## config.mk

```make
export PLATFORM = sky130hd
export DESIGN_NAME = dsi_panel_sequencer
export DESIGN_NICKNAME = d
export VERILOG_FILES = /design/src/rtl/dsi_panel_sequencer.sv
export SDC_FILE = /design/constraint.sdc
export NUM_CORES = 1
export LEC_CHECK = 0
export ABC_AREA = 1
export ABC_CLOCK_PERIOD_IN_PS = 2400
export CAP_MARGIN = 20
export CORE_MARGIN = 2
export CORE_UTILIZATION = 35
export DETAILED_ROUTE_END_ITERATION = 10
export SYNTH_ARGS = -nofsm -noshare
export SYNTH_HDL_FRONTEND = slang
export SYNTH_SLANG_ARGS = --single-unit
```

## constraint.sdc

```tcl
create_clock -name clk -period 2.4 [get_ports clk]
set_input_delay 0.36 -clock clk [delete_from_list [all_inputs] [get_ports clk]]
set_output_delay 0.36 -clock clk [all_outputs]
set_load 0.05 [all_outputs]
```

## src/rtl/dsi_panel_sequencer.sv

```systemverilog
// dsi_panel_sequencer: power-up, reset and init sequencer for a DSI panel.
// It steps the regulators and the panel reset with dwell timing, sends the
// init commands, can optionally send a test pattern, and then hands the
// command channel to the host.
// Optional feature macro: DSI_SEQ_TP_EN adds the test-pattern states and the
// line counter. Without it, tp_mode_i is ignored and init always ends in IDLE.
module dsi_panel_sequencer #(
    parameter int              CMD_W      = 8,
    parameter int              CNT_W      = 32,
    parameter int              T_PWR_ON   = 11500000,
    parameter int              T_RST_LOW  = 230000,
    parameter int              T_RST_HIGH = 46000,
    parameter int              T_VDD      = 230000,
    parameter int              T_INIT     = 230000,
    parameter int              N_INIT     = 1,
    parameter logic [CMD_W-1:0] INIT_BASE = 8'h89,
    parameter logic [CMD_W-1:0] TP_FIRST  = 8'hCF,
    parameter logic [CMD_W-1:0] TP_NEXT   = 8'hD9,
    parameter int              LINE_MAX   = 240,
    parameter int              TX_TIMEOUT = 1000000
) (
    input  logic             clk,
    input  logic             nsys_reset,
    input  logic             tp_mode_i,
    input  logic             restart_i,
    input  logic             host_cmd_valid_i,
    input  logic [CMD_W-1:0] host_cmd_i,
    output logic             host_cmd_ready_o,
    input  logic             tx_finish_i,
    output logic [CMD_W-1:0] cmd_o,
    output logic             write_cmd_o,
    output logic             reg_1v8_en,
    output logic             reg_3v0_en,
    output logic             lcd_rst,
    output logic             bl_en,
    output logic             fifo_reset,
    output logic             timeout_o
);

    localparam logic [3:0] PWR_ON    = 4'd0;
    localparam logic [3:0] RST_LOW   = 4'd1;
    localparam logic [3:0] RST_HIGH  = 4'd2;
    localparam logic [3:0] VDD_ON    = 4'd3;
    localparam logic [3:0] INIT_SEND = 4'd4;
    localparam logic [3:0] INIT_WAIT = 4'd5;
    localparam logic [3:0] INIT_DLY  = 4'd6;
`ifdef DSI_SEQ_TP_EN
    localparam logic [3:0] TP_SEND   = 4'd7;
    localparam logic [3:0] TP_WAIT   = 4'd8;
`endif
    localparam logic [3:0] IDLE      = 4'd9;
    localparam logic [3:0] HOST_WAIT = 4'd10;

    logic [3:0]       state;
    logic [CNT_W-1:0] cnt;
    logic [3:0]       idx;
`ifdef DSI_SEQ_TP_EN
    logic [15:0]      line;
`else
    logic             unused_tp;
    assign unused_tp = ^{tp_mode_i, TP_FIRST, TP_NEXT, LINE_MAX};
`endif

    logic in_wait;
    logic tx_seen;
    logic tmo_hit;

    // Wait-state decode; the strobe cycle itself never counts as a finish.
    always_comb begin
        in_wait = (state == INIT_WAIT) || (state == HOST_WAIT);
`ifdef DSI_SEQ_TP_EN
        if (state == TP_WAIT) in_wait = 1'b1;
`endif
        tx_seen = in_wait && !write_cmd_o && tx_finish_i;
        tmo_hit = in_wait && (cnt == CNT_W'(TX_TIMEOUT - 1));
    end

    assign host_cmd_ready_o = (state == IDLE);

    // Main sequencer: dwell countdown, wait-state timeout, per-state actions.
    always_ff @(posedge clk or negedge nsys_reset) begin
        if (!nsys_reset) begin
            state       <= PWR_ON;
            cnt         <= '0;
            idx         <= '0;
`ifdef DSI_SEQ_TP_EN
            line        <= '0;
`endif
            cmd_o       <= '0;
            write_cmd_o <= 1'b0;
            reg_1v8_en  <= 1'b0;
            reg_3v0_en  <= 1'b0;
            lcd_rst     <= 1'b0;
            bl_en       <= 1'b0;
            fifo_reset  <= 1'b0;
            timeout_o   <= 1'b0;
        end else begin
            write_cmd_o <= 1'b0;
            if (in_wait) begin
                if (tx_seen) begin
                    cnt <= '0;
                    case (state)
                        INIT_WAIT: begin
                            cnt   <= CNT_W'(T_INIT);
                            state <= INIT_DLY;
                        end
`ifdef DSI_SEQ_TP_EN
                        TP_WAIT: begin
                            state <= (line < 16'(LINE_MAX)) ? TP_SEND : IDLE;
                        end
`endif
                        default: state <= IDLE;
                    endcase
                end else if (tmo_hit) begin
                    timeout_o <= 1'b1;
                    cnt       <= '0;
                    state     <= RST_LOW;
                end else begin
                    cnt <= cnt + 1'b1;
                end
            end else if (cnt != '0) begin
                cnt <= cnt - 1'b1;
            end else begin
                case (state)
                    PWR_ON: begin
                        reg_1v8_en <= 1'b1;
                        lcd_rst    <= 1'b1;
                        bl_en      <= 1'b1;
                        fifo_reset <= 1'b1;
                        cnt        <= CNT_W'(T_PWR_ON);
                        state      <= RST_LOW;
                    end
                    RST_LOW: begin
                        lcd_rst    <= 1'b0;
                        fifo_reset <= 1'b0;
                        cnt        <= CNT_W'(T_RST_LOW);
                        state      <= RST_HIGH;
                    end
                    RST_HIGH: begin
                        lcd_rst    <= 1'b1;
                        fifo_reset <= 1'b1;
                        cnt        <= CNT_W'(T_RST_HIGH);
                        state      <= VDD_ON;
                    end
                    VDD_ON: begin
                        fifo_reset <= 1'b0;
                        reg_3v0_en <= 1'b1;
                        cnt        <= CNT_W'(T_VDD);
                        idx        <= '0;
                        state      <= INIT_SEND;
                    end
                    INIT_SEND: begin
                        cmd_o       <= INIT_BASE + CMD_W'(idx);
                        write_cmd_o <= 1'b1;
                        state       <= INIT_WAIT;
                    end
                    INIT_DLY: begin
                        if (idx < 4'(N_INIT - 1)) begin
                            idx   <= idx + 1'b1;
                            state <= INIT_SEND;
`ifdef DSI_SEQ_TP_EN
                        end else if (tp_mode_i) begin
                            line  <= '0;
                            state <= TP_SEND;
`endif
                        end else begin
                            state <= IDLE;
                        end
                    end
`ifdef DSI_SEQ_TP_EN
                    TP_SEND: begin
                        cmd_o       <= (line == 16'd0) ? TP_FIRST : TP_NEXT;
                        write_cmd_o <= 1'b1;
                        line        <= line + 1'b1;
                        state       <= TP_WAIT;
                    end
`endif
                    IDLE: begin
                        if (restart_i) begin
                            reg_3v0_en <= 1'b0;
                            lcd_rst    <= 1'b0;
                            bl_en      <= 1'b0;
                            timeout_o  <= 1'b0;
                            state      <= PWR_ON;
                        end else if (host_cmd_valid_i) begin
                            cmd_o       <= host_cmd_i;
                            write_cmd_o <= 1'b1;
                            state       <= HOST_WAIT;
                        end
                    end
                    default: state <= PWR_ON;
                endcase
            end
        end
    end

endmodule
```

==> flow_metrics.tcl, run 1 <==
set metrics [dict create \
    portBuffers 28 \
    fin_cells 918 \
    grt_max_degree 30 \
    layout_commonest_cell "nand2_1" \
    synth_nets 735 \
    cts.sinks 51 \
    synth_area_mm2 0.004562 \
    cts_resized 0 \
    start_util_pct 36.00 \
    hold_viol_final 0 \
    cts_tree "built" \
    leakagePower_uw 0.002442 \
    diodes 0 \
    yosysSeqAreaShare_pct 27.98 \
    holdWs_ns 0.05872 \
    status "completed" \
    clock.fmax_mhz 480.1 \
    worstMarginPinSlew_ns 0.6029 \
    min_period_ns 2.083 \
    die_h_um 118.2 \
    antenna_found_initial 0 \
    areaGrowthSynthToFinish_pct 12.75 \
    clockRootBuffer "clkbuf_16" \
    slowest_stage "dfrtp_1" \
    cts_setup_buffers 0 \
    floorplan.rows 41 \
    hold_path_class "input pin to asynchronous set/reset pin" \
    drc 0 \
    path_cells "nand2_1, inv_1, nand2_2, clkinv_1, buf_4" \
    grt_setup_unrepaired "false" \
    dieArea_mm2 0.01396 \
    setup.worst_path.end_class "output port" \
    grt_pass1_vias 4377 \
    netlist_instances 718 \
    place_area_mm2 0.004991 \
    dp.cells 910 \
    yosysWarnings 0 \
    ctsHoldBuffers 0 \
    final_antenna_net_count 0 \
    clkTransAtPathRegs_ns 0.08 \
    cap_violations 0 \
    critPathArrivalTime_ns 1.72 \
    cp-start-kind "register" \
    final_nets 762 \
    required_ns 2.04 \
    slew_headroom_pct 59.81 \
    final-setup-viol-count 0 \
    slew_viol_final 0 \
    gp_congestion 0.9385 \
    tns_ns 0 \
    period_share_pct 86.78 \
    cts_buffers 5 \
    syn_area_per_cell_um2 6.354 \
    clk_path_buf_depth 2 \
    routedWlPerCell_um 14.92 \
    finalWirelength_mm 13.69 \
    clk_latency_ns 0.31 \
    layout-drive-gt1-share_pct 12.87 \
    worstSetupPathType "register to output port" \
    dr.pass1.iters 5 \
    synth.distinct_cells 38 \
    layout_common_cells "221 x nand2_1, 109 x nor2_1, 68 x inv_1" \
    ir_drop_uv 260.6 \
    ios 30 \
    vias 4527 \
    die_x_um 118.2 \
    dpl_worst_slack_ns 0.3300 \
    synth_seq_cells 51 \
    viasPerCell 4.931 \
    hpwl_mm 10.54 \
    grt_pass1_wl_mm 22.63 \
    overflow 0 \
    critPathMaxFanout 9 \
    pwr_density_cell_mw_per_mm2 326.4 \
    cpPeakStageDelay_ns 0.47 \
    fin_ws_ns 0.3172 \
    core_area_mm2 0.01267 \
    fin_area_mm2 0.005144 \
    fin_skew_ns 0.009042 \
    drt_iter0_drc 355 \
    htree_levels 2 \
    grt_usage_pct 20.30 \
]
==> flip-flops by register name, summed over array words and instances, names as in the netlist <==
register	count
lcd_rst	1
cnt	32
write_cmd_o	1
state	4
bl_en	1
fifo_reset	1
reg_3v0_en	1
timeout_o	1
reg_1v8_en	1
cmd_o	8
==> cells in the mapped netlist, drive strengths merged <==
library cell,instances,area share [%]
clkinv,2,0.16
xor2,19,3.6
o31ai,1,0.16
nor2,136,14
o22ai,1,0.14
nand4,21,3.0
a31oi,1,0.14
o211ai,1,0.16
a21oi,19,2.1
ha,3,0.82
nor3,11,1.6
o21bai,2,0.33
inv,77,6.3
nor4,2,0.41
or2,2,0.27
dfrtp,51,28
xnor2,1,0.19
nand2,240,21
nand3,59,7.3
o21ai,47,5.9
buf,21,3.7
nand3b,1,0.16
==> kinds of logic after synthesis <==
kind of cell	share of synthesized area (%)
AO/OA/AOI/OAI	8.914
XOR/XNOR	3.840
adder cells (fa/ha/maj)	0.8229
buffers and inverters	10.20
flip-flops	27.98
AND/OR/NAND/NOR	48.24
==> metal layers <==
metal,wire [µm],vias to the layer above,global-route usage [%]
met2,6359,123,33.67
met1,6330,2057,27.60
met5,0,-,0
met4,236,0,5.497
met3,767,20,2.799
li1,-,2327,-
==> power by group <==
group / internal (µW) / switching [µW]
registers: 858 / 0
clock network: 397 / 377
logic: 20.9 / 24.9
total: 1280 / 402
==> per-stage QoR <==
stage               util (%)  power, µW
detailed placement     39.39      923.6
floorplan                  -      879.2
global route           40.59       1736
finish                 40.59       1679
CTS                    40.59       1700
global placement       39.39      923.6
==> critical path, delay by kind of cell, from the launching register on <==
kind | cells | cell delay (ns)
buffers and inverters | 3 | 0.61
DFF | 1 | 0.47
and+or+nand+nor | 2 | 0.33
==> path summary, 6_finish.rpt <==
check                      cells past startpoint  slack (ns)  startpoint          endpoint
max in group asynchronous                      2        1.77  nsys_reset           cnt[18]
max                                            5        0.32    state[0]  host_cmd_ready_o
min reg2reg                                    2        0.48   timeout_o         timeout_o
min                                            1        0.06  nsys_reset           cnt[23]
max reg2reg                                    9        0.32      cnt[0]        reg_3v0_en
min in group clk                               2        0.48   timeout_o         timeout_o
==> final cells by class <==
class | instances | area (µm²)
Clock buffer | 5 | 125.1
Clock inverter | 3 | 27.53
Fill cell | 1392 | 7527
Inverter | 79 | 296.5
Multi-Input combinational cell | 567 | 2820
Sequential cell | 51 | 1276
Tap cell | 172 | 215.2
Timing Repair Buffer | 41 | 382.9
Note: power is estimated with default switching activity, not from simulation.
==> inputs of run 2 (changes only) <==
Settings changed: CTS_CLUSTER_DIAMETER from default to 60.
==> results of run 2 <==
No change in the layout: final DEF, timing and power equal those of run 1.
